**config.mk**
```make
export PLATFORM = sky130hd
export DESIGN_NAME = fft_dif_sequencer
export DESIGN_NICKNAME = d
export VERILOG_FILES = /design/src/rtl/fft_pkg.sv /design/src/rtl/fft_bfly_delay.sv /design/src/rtl/fft_dif_sequencer.sv
export SDC_FILE = /design/constraint.sdc
export NUM_CORES = 1
export LEC_CHECK = 0
export BUFFER_PORTS_ARGS = -buffer_cell sky130_fd_sc_hd__buf_2
export CAP_MARGIN = 15
export CORE_ASPECT_RATIO = 1.25
export CORE_MARGIN = 1
export CORE_UTILIZATION = 50
export CTS_CLUSTER_SIZE = 10
export DETAILED_ROUTE_END_ITERATION = 7
export PLACE_DENSITY = 0.71
export SYNTH_ARGS = -nofsm -noshare
export SYNTH_HDL_FRONTEND = slang
export SYNTH_SLANG_ARGS = --single-unit
```
**constraint.sdc**
```tcl
create_clock -name clk -period 4.2 [get_ports clk]
set_input_delay 0.84 -clock clk [delete_from_list [all_inputs] [get_ports clk]]
set_output_delay 0.84 -clock clk [all_outputs]
set_load 0.01 [all_outputs]
```
**src/rtl/fft_pkg.sv**
```systemverilog
// Shared definitions for the radix-2 FFT address blocks: default geometry,
// sequencer state encoding and the bit-insertion address helper.
`timescale 1ns/1ps
package fft_pkg;

    localparam int N_DEF       = 16;
    localparam int SIZE_DEF    = 4;
    localparam int LATENCY_DEF = 3;

    // Fixed working width for address helpers; covers SIZE up to 15 plus the inserted bit.
    localparam int ADDR_MAX = 16;

    typedef enum logic [1:0] {
        IDLE  = 2'd0,
        RUN   = 2'd1,
        DRAIN = 2'd2,
        DONE  = 2'd3
    } fsm_state_t;

    function automatic logic [ADDR_MAX-1:0] insert_zero_bit(
        input logic [ADDR_MAX-1:0] val,
        input logic [4:0]          pos
    );
        logic [ADDR_MAX-1:0] low_mask;
        low_mask = (ADDR_MAX'(1) << pos) - ADDR_MAX'(1);
        return ((val >> pos) << (pos + 5'd1)) | (val & low_mask);
    endfunction

endpackage

```
**src/rtl/fft_bfly_delay.sv**
```systemverilog
// Fixed-depth shift register that mirrors the butterfly pipeline so read
// issues re-emerge as write-backs; a synchronous flush drops all in-flight entries.
`timescale 1ns/1ps
module fft_bfly_delay #(
    parameter int WIDTH = 9,
    parameter int DEPTH = 3
) (
    input  logic             clk,
    input  logic             rst_n,
    input  logic             flush,
    input  logic [WIDTH-1:0] din,
    output logic [WIDTH-1:0] dout
);

    logic [WIDTH-1:0] pipe [DEPTH];

    // NOTE: this array is reset (unlike a RAM) because it carries the write
    // enable; a stale entry after reset would cause a spurious write-back.
    always_ff @(posedge clk or negedge rst_n) begin
        if (!rst_n) begin
            for (int i = 0; i < DEPTH; i++) pipe[i] <= '0;
        end else if (flush) begin
            for (int i = 0; i < DEPTH; i++) pipe[i] <= '0;
        end else begin
            pipe[0] <= din;
            for (int i = 1; i < DEPTH; i++) pipe[i] <= pipe[i-1];
        end
    end

    assign dout = pipe[DEPTH-1];

endmodule

```
**src/rtl/fft_dif_sequencer.sv**
```systemverilog
// In-place radix-2 DIF FFT scheduler: walks every stage, issues one butterfly
// read per cycle, and drains the butterfly pipeline between stages.
`timescale 1ns/1ps
module fft_dif_sequencer
    import fft_pkg::*;
#(
    parameter int N       = N_DEF,
    parameter int SIZE    = SIZE_DEF,
    parameter int LATENCY = LATENCY_DEF
) (
    input  logic            clk,
    input  logic            rst_n,
    input  logic            start,
    input  logic            abort,
    output logic            busy,
    output logic            rd_en,
    output logic [SIZE-1:0] rd_addr_a,
    output logic [SIZE-1:0] rd_addr_b,
    output logic [SIZE-2:0] tw_idx,
    output logic [3:0]      stage,
    output logic            last_stage,
    output logic            wr_en,
    output logic [SIZE-1:0] wr_addr_a,
    output logic [SIZE-1:0] wr_addr_b,
    output logic            done
);

    localparam int              DW         = $clog2(LATENCY + 1);
    localparam int              PIPE_W     = 2 * SIZE + 1;
    localparam logic [SIZE-2:0] CNT_LAST   = (SIZE-1)'(N / 2 - 1);
    localparam logic [3:0]      STAGE_LAST = 4'(SIZE - 1);
    localparam logic [DW-1:0]   DRAIN_LAST = DW'(LATENCY - 1);

    fsm_state_t      state;
    logic [SIZE-2:0] cnt;
    logic [DW-1:0]   drain_cnt;

    // NOTE: all state and registered outputs use non-blocking assignments so
    // every register sees the pre-edge values of the others.
    always_ff @(posedge clk or negedge rst_n) begin
        if (!rst_n) begin
            state      <= IDLE;
            stage      <= '0;
            cnt        <= '0;
            drain_cnt  <= '0;
            busy       <= 1'b0;
            rd_en      <= 1'b0;
            last_stage <= 1'b0;
            done       <= 1'b0;
        end else if (abort) begin
            state      <= IDLE;
            stage      <= '0;
            cnt        <= '0;
            drain_cnt  <= '0;
            busy       <= 1'b0;
            rd_en      <= 1'b0;
            last_stage <= 1'b0;
            done       <= 1'b0;
        end else begin
            case (state)
                IDLE: begin
                    if (start) begin
                        state      <= RUN;
                        stage      <= '0;
                        cnt        <= '0;
                        busy       <= 1'b1;
                        rd_en      <= 1'b1;
                        last_stage <= 1'b0;
                    end
                end
                RUN: begin
                    cnt <= cnt + (SIZE-1)'(1);
                    if (cnt == CNT_LAST) begin
                        state     <= DRAIN;
                        rd_en     <= 1'b0;
                        drain_cnt <= '0;
                    end
                end
                DRAIN: begin
                    drain_cnt <= drain_cnt + DW'(1);
                    // Last write-back of this stage lands now; next read may follow.
                    if (drain_cnt == DRAIN_LAST) begin
                        if (stage == STAGE_LAST) begin
                            state <= DONE;
                            done  <= 1'b1;
                        end else begin
                            state      <= RUN;
                            stage      <= stage + 4'd1;
                            cnt        <= '0;
                            rd_en      <= 1'b1;
                            last_stage <= (stage + 4'd1 == STAGE_LAST);
                        end
                    end
                end
                DONE: begin
                    state      <= IDLE;
                    done       <= 1'b0;
                    busy       <= 1'b0;
                    last_stage <= 1'b0;
                end
                default: state <= IDLE;
            endcase
        end
    end

    logic [4:0]          bit_pos;
    logic [ADDR_MAX-1:0] cnt_ext;
    logic [ADDR_MAX-1:0] span;
    logic [ADDR_MAX-1:0] addr_full;
    logic [ADDR_MAX-1:0] tw_full;

    // NOTE: every output of this block is given a default first so no path
    // leaves a value unassigned and no latch is inferred.
    always_comb begin
        bit_pos   = 5'(SIZE - 1) - {1'b0, stage};
        cnt_ext   = ADDR_MAX'(cnt);
        span      = ADDR_MAX'(1) << bit_pos;
        addr_full = insert_zero_bit(cnt_ext, bit_pos);
        tw_full   = (cnt_ext & (span - ADDR_MAX'(1))) << stage;
        rd_addr_a = '0;
        rd_addr_b = '0;
        tw_idx    = '0;
        if (rd_en) begin
            rd_addr_a = addr_full[SIZE-1:0];
            rd_addr_b = addr_full[SIZE-1:0] | span[SIZE-1:0];
            tw_idx    = tw_full[SIZE-2:0];
        end
    end

    // Upper bits of the fixed-width helper results are zero by construction.
    logic unused_upper;
    assign unused_upper = ^{addr_full[ADDR_MAX-1:SIZE], span[ADDR_MAX-1:SIZE],
                            tw_full[ADDR_MAX-1:SIZE-1]};

    logic [PIPE_W-1:0] wr_bus;

    fft_bfly_delay #(
        .WIDTH (PIPE_W),
        .DEPTH (LATENCY)
    ) u_delay (
        .clk   (clk),
        .rst_n (rst_n),
        .flush (abort),
        .din   ({rd_en, rd_addr_a, rd_addr_b}),
        .dout  (wr_bus)
    );

    assign wr_en     = wr_bus[PIPE_W-1];
    assign wr_addr_a = wr_bus[2*SIZE-1:SIZE];
    assign wr_addr_b = wr_bus[SIZE-1:0];

endmodule

```
Yosys cells after proc, flatten, opt, wreduce, memory -nomap -nowiden
Index checks and enable logic that the tools add are counted.

operators by class
  shifts and indexed selects = 4
  multiplexer cells = 40
  eq/ne operators = 12
  bitwise gates (word level) = 4
  reduce and logical (&&, ||, !) cells = 15
  add/subtract/negate cells = 7

operators by type and width
  cell                   number
  $mux 27                1
  $mux 4                 6
  $and 3x16->16          1
  $shl 1x5->16 const A   1
  $shl 16x4->3           1
  $shl 16x5->4           1
  $shr 3x5->16           1
  $sub 16x1->16 const B  1
  $mux 3                 5
  $ne 3x3->1 const B     5
  $mux 2                 7
  $mux 1                 13
  $reduce_and 4->1       3
  $reduce_bool 3->1      4
  $pmux 3 s3             1
  $eq 4x2->1 const B     2
  $or 4x4->4             2
  $pmux 2 s4             1
  $pmux 4 s2             1
  $reduce_bool 4->1      2
  $eq 2x2->1 const B     3
  $pmux 1 s3             2
  $reduce_and 3->1       2
  $add 5x1->5 const B    1
  other kinds (13)       15

storage, ports and cells
  bits of input ports = 4
  output and inout port bits = 28
  register bits = 42
  logic and storage cells = 93

Logic depth before layout (Yosys ltp)
  depth after elaboration = 8
  depth in mapped cells = 9
  gate-level depth less buffers = 9

By module
From an unflattened synthesis, not the netlist that was laid out.

second synthesis, totals
  cell total of the unflattened synthesis = 226
  area, all modules = 2309.7 sq um

by module, submodules not included
  module             cells an instance  area an instance (sq um)  times used  sequential area each (sq um)
  fft_dif_sequencer  161                1357.6                    1           375.4
  fft_bfly_delay     65                 952.2                     1           675.6

Worst setup path after synthesis
Ideal clock, no wire load.

  path kind = register to output
  from = reg stage[2]
  to = out tw_idx[2]
  buffers on the path = 0
  arrival time = 2.279 ns
  slack = 1.081 ns
  data required time = 3.360 ns
  stages on the path, launching flop included = 10
  cells stage by stage = dfrtp_1 > inv_1 > ha_1 > nor3b_4 > nand2_1 > ha_1 > nand2b_1 > o21ai_0 > a31oi_1 > and4b_1

on the way
  word-level cells in the longest chain between the ends = 6

RTL lines
  what                      RTL line                  RTL
  start: declaration        fft_dif_sequencer.sv:20   output logic [3:0] stage,
  start signal: assignment  fft_dif_sequencer.sv:88   stage <= stage + 4'd1;
  $sub 2x4->5               fft_dif_sequencer.sv:115  bit_pos = 5'(SIZE - 1) - {1'b0, stage};
  $shl 1x5->16              --
  $sub 16x1->16             fft_dif_sequencer.sv:119  tw_full = (cnt_ext & (span - ADDR_MAX'(1))) << stage;
  $and 3x16->16             fft_dif_sequencer.sv:119
  $shl 16x4->3 *            fft_dif_sequencer.sv:119
  $mux 3 *                  fft_dif_sequencer.sv:123  if (rd_en) begin
  end: declaration          fft_dif_sequencer.sv:19   output logic [SIZE-2:0] tw_idx,

Mark *: on every way between the ends. The rest lies on a longest branch, timed or not.

Worst setup path after layout
Ends and elaborated chain as after synthesis.

==> flow_summary.ini <==
[power]
p_leak_nw = 1.20
vdd_drop_max_mv = 0.344
p_per_area_nw_per_um2 = 435

[global_route]
antenna_found_initial = 0
grt_max_degree = 43
track_usage_pct = 20.4
grt_pass1_vias = 1561
grt_pass1_wl_um = 7220
grt_overflow_total = 0

[placement]
hpwl_um = 3080
numPortBuffers = 31
place.gp.congestion = 0.844
pre_cts_slack_ns = 0.842

[clock_tree]
htreeDepth = 2
cts_tree = built
clock_path_buffers = 2
clockRootBuffer = clkbuf_8
post-cts-setup-buffers = 0
cts_sinks = 42
post_cts_resized = 0
clk_latency_ns = 0.30
ctsHoldBuffers = 0
cts_buffers = 5
clkTransAtPathRegs_ns = 0.08

[floorplan]
die_w_um = 61.9
core_area_um2 = 4200
ios = 32
initial_core_util_pct = 53.4
die_h_um = 76.9
die-area_um2 = 4760
rows = 26

[worst_setup_path]
rr_worst_depth = 7
crit_path_end = tw_idx[2]
cp_max_fo = 9
crit_type = reg -> out
reg2reg_to = u_delay.pipe[20]
reg2reg_from = stage[1]
cp-start-kind = flip-flop
rrSetupSlack_ns = 1.83
cp-startpoint = stage[2]
worst-endpoint-required_ns = 3.36
cp.arrival_ns = 2.86
critPathCaptureType = output pin

[finish]
drive_above_1_share_pct = 18.8
mostFrequentLayoutCell = dfrtp_1
ff_latch_area_um2 = 1050
n_antenna_cell = 0
area_delta_synth_final_pct = 12.0
multi_input_area_um2 = 1050
fillers = 367
post-route-util_pct = 59.8
most-common-layout-cells = 42 x dfrtp_1, 31 x buf_2, 23 x nor2b_1
nets = 264

[synthesis]
ys_async_sr_fraction_pct = 100
synth_edf_count = 0
ys_types = 46
synth_area_leaders = dfrtp_1 47%, ha_1 8.9%, nor2b_1 6.4%
ys_ff_latch = 42
synth_largest_area_cell = dfrtp_1
yosys_warnings = 0
syn_avg_cell_area_um2 = 10.0
synth_top_area_share_pct = 46.9
yosys_most_used_dff = dfrtp_1
yosysSeqAreaShare_pct = 46.9
synth_nets = 243
netlist_area_um2 = 2240
postSynthCellCount = 223

[timing]
tightestPinTransition_ns = 0.926
grt_setup_unrepaired = no
report.final.slew_viol_count = 0
post-route-min-period_ns = 3.70
fmax_ghz = 0.270
tns_ns = 0
setup_viol = 0
hold_violations = 0
postLayoutSetupSlackWorst_ns = 0.500
max_slew_margin_pct = 38.3
finalCritPeriodShare_pct = 88.1
fin_skew_ns = 0.0101

[drt]
vias_per_cell = 5.50
met1Wirelength_um = 1940
first_pass_iters = 4
wl_per_cell_um = 14.5
met3_length_um = 175
drc = 0
wirelength_um = 4350
drt.antenna.violating_nets = 0
wl_met2_um = 2180
via_count = 1654
drt-initial-drc-count = 100
top_layer = met4

[hold_path]
hold_class = reg -> reg
hp-start = u_delay.pipe[24]

[status]
status = finished clean

[flow_run]
maxCapViolCount = 0
## critical path: stages, from the launching register on
cell	delay, ns
dfrtp_1	0.54
inv_1	0.14
ha_1	0.38
nor3b_4	0.23
nand2_1	0.13
ha_1	0.30
nand2b_1	0.22
o21ai_0	0.18
a31oi_1	0.05
and4b_1	0.26
buf_2	0.13
## cells by family (layout without fill, tap and decap cells)
family | count (synthesis) | count (layout) | synth area share [%]
xor+xnor | 5 | 5 | 1.95
compound gates | 36 | 36 | 10.1
buf+inv | 28 | 50 | 6.20
simple gates | 93 | 93 | 24.5
flops | 42 | 42 | 46.9
fa+ha+maj | 16 | 16 | 8.93
mux | 3 | 3 | 1.45
## worst min-delay path by stage
stage | end | cells after the start
2_1_floorplan | u_delay.dout[0] | 1
3_3_place_gp | u_delay.dout[1] | 1
3_5_place_dp | u_delay.pipe[12] | 1
4_1_cts | u_delay.pipe[15] | 1
5_1_grt | u_delay.pipe[14] | 1
6_report | u_delay.pipe[15] | 1
## sequential cells by signal (all words and copies together) (netlist names)
register and cells:
done 1, rd_en 1, busy 1, cnt 3
drain_cnt 2, state 2, u_delay.dout 9, last_stage 1
u_delay.pipe 18, stage 4
## cells in the mapped netlist (2+ instances only)
| cell | n |
|---|---|
| a2bb2oi_1 | 2 |
| nand4_1 | 4 |
| xnor2_1 | 3 |
| a22o_1 | 2 |
| nor2b_1 | 23 |
| buf_4 | 8 |
| buf_2 | 3 |
| a21oi_1 | 11 |
| nand2_1 | 10 |
| o31ai_1 | 2 |
| a31oi_1 | 10 |
| mux2_2 | 2 |
| nand3b_1 | 2 |
| ha_1 | 16 |
| clkbuf_1 | 6 |
| nand4b_1 | 2 |
| inv_1 | 10 |
| dfrtp_1 | 42 |
| nor3_1 | 5 |
| nand2b_1 | 4 |
| nor4_1 | 2 |
| nor2_1 | 16 |
| o21ai_0 | 4 |
| xor2_1 | 2 |
| nand3_1 | 11 |
## cell type report
class	count	area share, %
inverter	10	1.50
clock buffer	5	2.74
sequential	42	41.9
timing repair buffer	32	6.48
tap	56	2.79
multi-input combinational	153	41.9
clock inverter	3	2.74
## per-layer routing
| metal | up-vias | track usage, % |
|---|---|---|
| met4 | 0 | 6.67 |
| met2 | 48 | 33.0 |
| met3 | 6 | 4.72 |
| li1 | 807 | - |
| met5 | - | 0 |
| met1 | 793 | 26.3 |
## stage by stage
stage	area [um2]	hold slack [ns]	cells	total power (W)
after global placement	2370	0.442	293	0.000715
after global routing	2510	0.483	301	0.00115
after floorplan	2240	0.439	223	0.000647
final	2510	0.466	301	0.00109
after CTS	2510	0.472	301	0.00110
after detailed placement	2370	0.452	293	0.000719
## power by group
part / switching (W) / total (W) / leakage [nW] / internal, W
logic: 0.000156 / 0.000249 / 0.554 / 0.0000931
clock network: 0.000142 / 0.000380 / 0.0683 / 0.000238
registers: 0.0000283 / 0.000461 / 0.580 / 0.000433
total: 0.000327 / 0.00109 / 1.20 / 0.000764
Note: power is estimated with default switching activity, not from simulation.
